## src/rtl/apb_uart_pkg.sv

```systemverilog
// Shared APB/UART definitions: register map and the bridge FSM state encoding.
package apb_uart_pkg;

   localparam logic [31:0] CTRL_REG_ADDR  = 32'h0;
   localparam logic [31:0] STATS_REG_ADDR = 32'h1;
   localparam logic [31:0] TX_DATA_ADDR   = 32'h2;
   localparam logic [31:0] RX_DATA_ADDR   = 32'h3;

   typedef enum logic [1:0] {
      ST_IDLE   = 2'd0,
      ST_SETUP  = 2'd1,
      ST_ACCESS = 2'd2,
      ST_RESP   = 2'd3
   } apb_state_e;

endpackage

```

## src/rtl/apb_master_bridge.sv

```systemverilog
// APB initiator: turns a valid/ready command into one APB transfer and returns
// the result on a valid/ready response, with an optional ACCESS-phase timeout.
module apb_master_bridge
   import apb_uart_pkg::*;
#(
   parameter int PADDR_WIDTH    = 32,
   parameter int PWDATA_WIDTH   = 32,
   parameter int PRDATA_WIDTH   = 32,
   parameter int TIMEOUT_CYCLES = 256
) (
   input  logic                    PCLK,
   input  logic                    PRESET,
   input  logic                    cmd_valid,
   output logic                    cmd_ready,
   input  logic                    cmd_write,
   input  logic [PADDR_WIDTH-1:0]  cmd_addr,
   input  logic [PWDATA_WIDTH-1:0] cmd_wdata,
   output logic                    rsp_valid,
   input  logic                    rsp_ready,
   output logic [PRDATA_WIDTH-1:0] rsp_rdata,
   output logic                    rsp_err,
   output logic                    rsp_timeout,
   output logic [PADDR_WIDTH-1:0]  PADDR,
   output logic                    PSEL,
   output logic                    PENABLE,
   output logic                    PWRITE,
   output logic [PWDATA_WIDTH-1:0] PWDATA,
   input  logic [PRDATA_WIDTH-1:0] PRDATA,
   input  logic                    PREADY,
   input  logic                    PSLVERR
);

   // A zero timeout still needs a 1-bit counter to keep the declaration legal.
   localparam int CNT_W = (TIMEOUT_CYCLES > 0) ? $clog2(TIMEOUT_CYCLES + 1) : 1;

   apb_state_e                state_q, state_d;
   logic [PADDR_WIDTH-1:0]    paddr_q, paddr_d;
   logic [PWDATA_WIDTH-1:0]   pwdata_q, pwdata_d;
   logic                      pwrite_q, pwrite_d;
   logic [CNT_W-1:0]          wait_q, wait_d;
   logic [PRDATA_WIDTH-1:0]   rdata_q, rdata_d;
   logic                      err_q, err_d;
   logic                      tmo_q, tmo_d;
   logic                      timeout_hit;

   // Fires on the TIMEOUT_CYCLES-th PREADY-low ACCESS cycle.
   assign timeout_hit = (TIMEOUT_CYCLES != 0) && !PREADY &&
                        ((int'(wait_q) + 1) >= TIMEOUT_CYCLES);

   always_comb begin
      state_d  = state_q;
      paddr_d  = paddr_q;
      pwdata_d = pwdata_q;
      pwrite_d = pwrite_q;
      wait_d   = wait_q;
      rdata_d  = rdata_q;
      err_d    = err_q;
      tmo_d    = tmo_q;
      case (state_q)
         ST_IDLE: begin
            if (cmd_valid) begin
               paddr_d  = cmd_addr;
               pwdata_d = cmd_wdata;
               pwrite_d = cmd_write;
               wait_d   = '0;
               state_d  = ST_SETUP;
            end
         end
         ST_SETUP: begin
            wait_d  = '0;
            state_d = ST_ACCESS;
         end
         ST_ACCESS: begin
            if (PREADY) begin
               rdata_d = pwrite_q ? '0 : PRDATA;
               err_d   = PSLVERR;
               tmo_d   = 1'b0;
               state_d = ST_RESP;
            end else if (timeout_hit) begin
               rdata_d = '0;
               err_d   = 1'b1;
               tmo_d   = 1'b1;
               state_d = ST_RESP;
            end else begin
               wait_d = wait_q + CNT_W'(1);
            end
         end
         ST_RESP: begin
            if (rsp_ready) state_d = ST_IDLE;
         end
         default: state_d = ST_IDLE;
      endcase
   end

   always_ff @(posedge PCLK) begin
      if (PRESET) begin
         state_q  <= ST_IDLE;
         paddr_q  <= '0;
         pwdata_q <= '0;
         pwrite_q <= 1'b0;
         wait_q   <= '0;
         rdata_q  <= '0;
         err_q    <= 1'b0;
         tmo_q    <= 1'b0;
      end else begin
         state_q  <= state_d;
         paddr_q  <= paddr_d;
         pwdata_q <= pwdata_d;
         pwrite_q <= pwrite_d;
         wait_q   <= wait_d;
         rdata_q  <= rdata_d;
         err_q    <= err_d;
         tmo_q    <= tmo_d;
      end
   end

   assign cmd_ready   = (state_q == ST_IDLE) && !PRESET;
   assign PSEL        = (state_q == ST_SETUP) || (state_q == ST_ACCESS);
   assign PENABLE     = (state_q == ST_ACCESS);
   assign rsp_valid   = (state_q == ST_RESP);
   assign PADDR       = paddr_q;
   assign PWDATA      = pwdata_q;
   assign PWRITE      = pwrite_q;
   assign rsp_rdata   = rdata_q;
   assign rsp_err     = err_q;
   assign rsp_timeout = tmo_q;

endmodule

```

## config.mk

```make
export PLATFORM = sky130hd
export DESIGN_NAME = apb_master_bridge
export DESIGN_NICKNAME = d
export VERILOG_FILES = /design/src/rtl/apb_uart_pkg.sv /design/src/rtl/apb_master_bridge.sv
export SDC_FILE = /design/constraint.sdc
export NUM_CORES = 1
export LEC_CHECK = 0
export ABC_AREA = 1
export CAP_MARGIN = 20
export CORE_MARGIN = 1.5
export CORE_UTILIZATION = 40
export CTS_CLUSTER_DIAMETER = 150
export CTS_CLUSTER_SIZE = 8
export DETAILED_ROUTE_END_ITERATION = 8
export PLACE_DENSITY = 0.82
export SYNTH_ARGS = -nofsm -noshare
export SYNTH_HDL_FRONTEND = slang
export SYNTH_SLANG_ARGS = --single-unit
```

## constraint.sdc

```tcl
create_clock -name PCLK -period 2 [get_ports PCLK]
set_clock_uncertainty 0.2 [all_clocks]
set_input_delay 0.4 -clock PCLK [delete_from_list [all_inputs] [get_ports PCLK]]
set_output_delay 0.4 -clock PCLK [all_outputs]
set_load 0.1 [all_outputs]
```

==> impl_metrics.json, run 1 <==
{
  "detailed_place_hpwl_um": 10500,
  "drc": 0,
  "internal-power_mw": 5.68,
  "antenna_found_initial": 0,
  "cp_slowest_stage_delay_ns": 0.34,
  "first_global_vias": 4485,
  "number_of_violations_reported_at_the_end_of_detailed_routing_iteration_0": 229,
  "vias": 4432,
  "synthDistinctLibCells": 28,
  "fmax_ghz": 0.523,
  "finish.net_count": 859,
  "critPathMaxFanout": 2,
  "placed_cells": 869,
  "finalWorstSetupSlack_ns": 0.0862,
  "post_synth_inst_count": 547,
  "synth_nets": 655,
  "power.leakage_nw": 3.02,
  "fp-row-count": 37,
  "cpMaxStageDelayCell": "sky130_fd_sc_hd__dfxtp_2",
  "drive_above_1_share_pct": 23.3,
  "fraction_of_the_cycle_the_final_worst_path_needs_pct": 95.7,
  "crit_family": "flip-flops",
  "crit_path_cell_trace": "inv_2 > ha_4 > inv_1 > nor2_2 > buf_12",
  "clock_tree_from_tritoncts": "done",
  "die_w_um": 106,
  "grt_first_pass_wirelength_um": 21700,
  "synth_sequential_area_ratio_pct": 52.4,
  "synthToLayoutAreaGrowth_pct": 84.9,
  "routed_wirelength_um": 14100,
  "power-per-cell-area_mw_per_mm2": 1490,
  "grt_start_max_net_pins": 71,
  "run_status": "finished, final reports clean",
  "timing.slew.headroom_pct": 75.0,
  "start_kind": "register",
  "gr-usage-all-layers_pct": 24.8,
  "fin_util_pct": 75.7,
  "grt_setup_unrepaired": "false",
  "drt_pre_antenna_iters": 4,
  "power.net_switching_mw": 5.90,
  "final_worst_hold_slack_ns": 0.293,
  "fp.dieArea_sq_mm": 0.0111,
  "layout_commonest_cell": "sky130_fd_sc_hd__nor2_1",
  "finalHoldViolations": 0,
  "clk_root_buffer_cell": "sky130_fd_sc_hd__clkbuf_8",
  "post_dp_cell_area_sq_mm": 0.00749,
  "cts_bufs_inserted": 9,
  "crit_required_ns": 1.40,
  "final-instance-count-excl-fill": 892,
  "seqPwrFrac_pct": 27.2,
  "gpl.final_weighted_congestion": 0.879,
  "most-common-layout-cells": "sky130_fd_sc_hd__nor2_1 (138), sky130_fd_sc_hd__buf_12 (108), sky130_fd_sc_hd__dfxtp_1 (105), sky130_fd_sc_hd__clkdlybuf4s50_1 (102), sky130_fd_sc_hd__nand2_1 (93)",
  "worst-slew-pin-transition_ns": 0.371,
  "min_period_ns": 1.91,
  "cts_num_sinks": 110,
  "cts.hold.buffers_added": 0,
  "grt_total_ovfl": 0,
  "timing_max_transition_violations_final": 0,
  "antenna_cells": 0,
  "ir_worst_vdd_uv": 1080,
  "synth_area_per_cell_sq_um": 7.69,
  "clkLatencyLatePin_ns": 0.38,
  "detail_route.wl_per_cell_um": 15.8,
  "ctsHtreeMaxLevel": 3,
  "pwr-share-clk_pct": 10.4,
  "power.share.switching_pct": 50.9,
  "worst_setup_hold_path_clk_slew_ns": 0.09,
  "placeableCoreArea_sq_mm": 0.0103,
  "yosysWarningCount": 0,
  "cap_violations": 0,
  "fin_setup_tns_ns": 0,
  "ant_nets": 0,
  "initial_core_util_pct": 40.9,
  "timing.setup.critical_path_class": "reg -> out",
  "postLayoutCellArea_sq_mm": 0.00777,
  "vias_per_cell": 4.97,
  "dp_slack_ns": 0.0135,
  "endpoint_kind": "primary output",
  "clk_path_buf_depth": 2,
  "design.portCount": 206,
  "port_buffers": 205,
  "floorplan.die.height_um": 106,
  "hold_path.class": "reg -> reg",
  "power.total_mw": 11.6,
  "share_comb_of_total_power_pct": 62.4,
  "worstPathBufferInverterCount": 3,
  "synth_seq_cells": 110,
  "synthesis.area_sq_mm": 0.00420,
  "setup_violations": 0,
  "arrival_time_reported_for_the_critical_path_endpoint_ns": 1.31
}
==> state kept, by name (all words and copies together) (netlist names) <==
register	count
rsp_rdata	32
PADDR	32
rsp_err	1
rsp_timeout	1
state_q	2
wait_q	9
PWDATA	32
PWRITE	1
==> per-layer routing <==
layer	part of all wire [%]	track usage, %	routed length, um	vias up
li1	-	-	-	2157
met2	51	43.9	7220	191
met3	10	11.6	1440	50
met1	34	24.2	4820	2034
met5	0	0	0	-
met4	4.1	12.4	582	0
==> kinds of logic after synthesis <==
logic type,share of synthesized area (%)
fa+ha+maj,1.49
compound gates,14.4
xor+xnor,0.208
buf+inv,5.89
simple gates,25.6
flops,52.4
==> tightest hold or removal path, stage by stage, from the launching register on <==
cell and delay (ns):
sky130_fd_sc_hd__dfxtp_1 0.34, sky130_fd_sc_hd__inv_1 0.06, sky130_fd_sc_hd__a21oi_1 0.05
==> final cells by class <==
cell class,count,area [sq um]
Sequential cell,110,2210
Multi-Input combinational cell,385,1850
Clock buffer,13,149
Inverter,18,67.6
Timing Repair Buffer,227,3310
Fill cell,676,2500
Clock inverter,3,18.8
Tap cell,136,170
==> timing repair <==
item                       CTS  global route
resized for setup            0            18
setup buffers                0             5
setup endpoints to repair    0            46
==> synthesized netlist by cell type <==
cell type	number	area, sq um
sky130_fd_sc_hd__a21oi_1	43	215
sky130_fd_sc_hd__a21oi_2	4	35.0
sky130_fd_sc_hd__buf_1	1	3.75
sky130_fd_sc_hd__buf_2	6	30.0
sky130_fd_sc_hd__buf_4	1	7.51
sky130_fd_sc_hd__buf_6	3	33.8
sky130_fd_sc_hd__buf_8	1	15.0
sky130_fd_sc_hd__clkbuf_1	24	90.1
sky130_fd_sc_hd__dfxtp_1	110	2200
sky130_fd_sc_hd__ha_1	5	62.6
sky130_fd_sc_hd__inv_1	17	63.8
sky130_fd_sc_hd__inv_2	1	3.75
sky130_fd_sc_hd__nand2_1	93	349
sky130_fd_sc_hd__nand2_2	3	18.8
sky130_fd_sc_hd__nand2_8	1	20.0
sky130_fd_sc_hd__nand3_1	8	40.0
sky130_fd_sc_hd__nand3_2	5	50.1
sky130_fd_sc_hd__nand3_4	1	17.5
sky130_fd_sc_hd__nand3b_1	1	7.51
sky130_fd_sc_hd__nand4_1	3	18.8
sky130_fd_sc_hd__nor2_1	141	529
sky130_fd_sc_hd__nor2_2	2	12.5
sky130_fd_sc_hd__nor3b_1	1	7.51
sky130_fd_sc_hd__o21ai_0	68	340
sky130_fd_sc_hd__o21bai_1	1	7.51
sky130_fd_sc_hd__o31ai_1	1	7.51
sky130_fd_sc_hd__or2_2	1	6.26
sky130_fd_sc_hd__xor2_1	1	8.76
==> power groups by stage <==
stage / Sequential, mW / Clock [mW] / Combinational [mW]
floorplan: 5.91 / 0 / 1.55
global placement: 3.15 / 0 / 6.97
detailed placement: 3.18 / 0 / 7.10
CTS: 3.14 / 1.25 / 7.12
global route: 3.21 / 1.33 / 7.51
finish: 3.15 / 1.21 / 7.22
==> worst paths after layout <==
check | startpoint | end | slack, ns | depth (start not counted)
setup / recovery | state_q[1] | cmd_ready | 0.09 | 5
hold / removal | rsp_err | rsp_err | 0.29 | 2
setup reg to reg | wait_q[0] | rsp_rdata[2] | 0.15 | 10
hold reg to reg | rsp_err | rsp_err | 0.29 | 2
No activity file was read; power rests on OpenSTA's default activity.
==> inputs of run 2 (changes only) <==
--- a/config.mk
+++ b/config.mk
@@ -7,7 +7,7 @@
 export LEC_CHECK = 0
 export ABC_AREA = 1
 export CAP_MARGIN = 20
-export CORE_MARGIN = 1.5
+export CORE_MARGIN = 2
 export CORE_UTILIZATION = 40
 export CTS_CLUSTER_DIAMETER = 150
 export CTS_CLUSTER_SIZE = 8
==> run 2 against run 1 <==
- global-route usage fell by 1.8 points
- cell area about the same
- clock power rose by 13%
- setup slack better by 0.013 ns
- critical endpoint unchanged
- largest cell class unchanged
- largest power group unchanged
==> impl_metrics.json, run 2 (same netlist as run 1, synthesis figures left out) <==
{
  "run_status": "finished, final reports clean",
  "synthToLayoutAreaGrowth_pct": 85.1,
  "drc": 0,
  "placed_cells": 869,
  "gr-usage-all-layers_pct": 23.0,
  "start_kind": "register",
  "grt_first_pass_wirelength_um": 20800,
  "finish.net_count": 861,
  "ff2ff_path_depth": 9,
  "first_global_vias": 4420,
  "vias_per_cell": 4.90,
  "worst-slew-pin-transition_ns": 0.326,
  "vias": 4384,
  "ctsHtreeMaxLevel": 3,
  "reg2reg_to": "rsp_rdata[9]",
  "port_buffers": 205,
  "placeableCoreArea_sq_mm": 0.0103,
  "final_worst_hold_slack_ns": 0.295,
  "power.share.switching_pct": 50.6,
  "finalHoldViolations": 0,
  "fin_util_pct": 75.7,
  "detail_route.wl_per_cell_um": 15.1,
  "crit_required_ns": 1.40,
  "power-per-cell-area_mw_per_mm2": 1510,
  "regToRegStartpoint": "wait_q[2]",
  "layout_commonest_cell": "sky130_fd_sc_hd__nor2_1",
  "gpl.final_weighted_congestion": 0.854,
  "grt_total_ovfl": 0,
  "worst_setup_hold_path_clk_slew_ns": 0.10,
  "ant_nets": 0,
  "setup_violations": 0,
  "clk_root_buffer_cell": "sky130_fd_sc_hd__clkbuf_8",
  "cap_violations": 0,
  "fmax_ghz": 0.526,
  "hold_path_startpoint": "rsp_timeout",
  "min_period_ns": 1.90,
  "ir_worst_vdd_uv": 1200,
  "grt_start_max_net_pins": 71,
  "antenna_cells": 0,
  "dp_slack_ns": 0.0172,
  "timing.hold.worst_path_depth": 2,
  "antenna_found_initial": 0,
  "clkLatencyLatePin_ns": 0.35,
  "floorplan.die.height_um": 107,
  "power.net_switching_mw": 5.93,
  "final.fill_count": 661,
  "die_w_um": 107,
  "postLayoutCellArea_sq_mm": 0.00778,
  "final-instance-count-excl-fill": 894,
  "timing.slew.headroom_pct": 78.3,
  "fp.dieArea_sq_mm": 0.0113,
  "fraction_of_the_cycle_the_final_worst_path_needs_pct": 95.0,
  "worst_hold_end": "rsp_timeout",
  "number_of_violations_reported_at_the_end_of_detailed_routing_iteration_0": 235,
  "power.total_mw": 11.7,
  "cts_bufs_inserted": 9,
  "cts_num_sinks": 110,
  "hold_path.class": "reg -> reg",
  "pwr-share-clk_pct": 11.7,
  "fin_setup_tns_ns": 0,
  "fp-row-count": 37,
  "timing_max_transition_violations_final": 0,
  "seqPwrFrac_pct": 26.8,
  "internal-power_mw": 5.79,
  "share_comb_of_total_power_pct": 61.5,
  "detailed_place_hpwl_um": 10200,
  "design.portCount": 206,
  "routed_wirelength_um": 13500,
  "drt_pre_antenna_iters": 4,
  "cts.hold.buffers_added": 0,
  "endpoint_kind": "primary output",
  "clk_path_buf_depth": 2,
  "critPathMaxFanout": 2,
  "grt_setup_unrepaired": "false",
  "finalWorstSetupSlack_ns": 0.0992,
  "most-common-layout-cells": "sky130_fd_sc_hd__nor2_1 (139), sky130_fd_sc_hd__buf_12 (107), sky130_fd_sc_hd__dfxtp_1 (106), sky130_fd_sc_hd__clkdlybuf4s50_1 (102), sky130_fd_sc_hd__nand2_1 (93)",
  "clock_tree_from_tritoncts": "done",
  "timing.setup.critical_path_class": "reg -> out",
  "initial_core_util_pct": 40.9,
  "drive_above_1_share_pct": 23.4,
  "arrival_time_reported_for_the_critical_path_endpoint_ns": 1.30,
  "post_dp_cell_area_sq_mm": 0.00747,
  "register_to_register_path_setup_slack_ns": 0.14,
  "power.leakage_nw": 3.04
}
-- run 2: cell types whose count changed in the layout (fill, tap and decap cells not counted), sizes merged --
cell	delta
buf	+3
bufinv	+1
clkbuf	-4
clkinv	+1
inv	+2
nand2	-1
-- run 2: power by group through the flow --
stage                     sequential, mW  combinational [mW]  clock (mW)
final                               3.14                7.22        1.37
after global routing                3.19                7.50        1.48
after CTS                           3.13                7.10        1.40
after detailed placement            3.18                7.09           0
after global placement              3.15                6.97           0
after floorplan                     5.91                1.55           0
-- run 2: worst max-delay path by stage --
stage	start	to	cells past startpoint
global placement	cmd_valid	wait_q[6]	8
finish	state_q[1]	cmd_ready	5
global route	wait_q[0]	rsp_rdata[13]	10
floorplan	PRESET	cmd_ready	3
detailed placement	cmd_valid	wait_q[7]	7
CTS	state_q[0]	cmd_ready	5
-- run 2: timing repair --
item / in CTS / in global routing
setup endpoints to repair: 0 / 30
gates resized for setup: 0 / 11
setup buffers: 0 / 8
-- run 2: layout make-up --
cell class | count | area [sq um] | area share [%]
sequential | 110 | 2210 | 28.4
clock buffer | 9 | 124 | 1.59
tap | 136 | 170 | 2.19
timing repair buffer | 230 | 3320 | 42.7
multi-input combinational | 384 | 1810 | 23.3
clock inverter | 7 | 78.8 | 1.01
inverter | 18 | 67.6 | 0.868
-- run 2: per-layer routing --
metal  wire [um]  vias to the layer above  share of wire, %  track usage, %
met5           0                        -                 0               0
met4         338                        0               2.5            8.72
met3        1460                       23                11            10.9
met2        7060                      176                52            41.8
met1        4680                     2032                35            22.6
li1            -                     2153                 -               -
-- run 2: critical path, cell delays in order (launching register included) --
cell and delay [ns]:
sky130_fd_sc_hd__dfxtp_2 0.34, sky130_fd_sc_hd__inv_2 0.08, sky130_fd_sc_hd__ha_4 0.14, sky130_fd_sc_hd__inv_1 0.05, sky130_fd_sc_hd__nor2_2 0.14, sky130_fd_sc_hd__buf_12 0.19
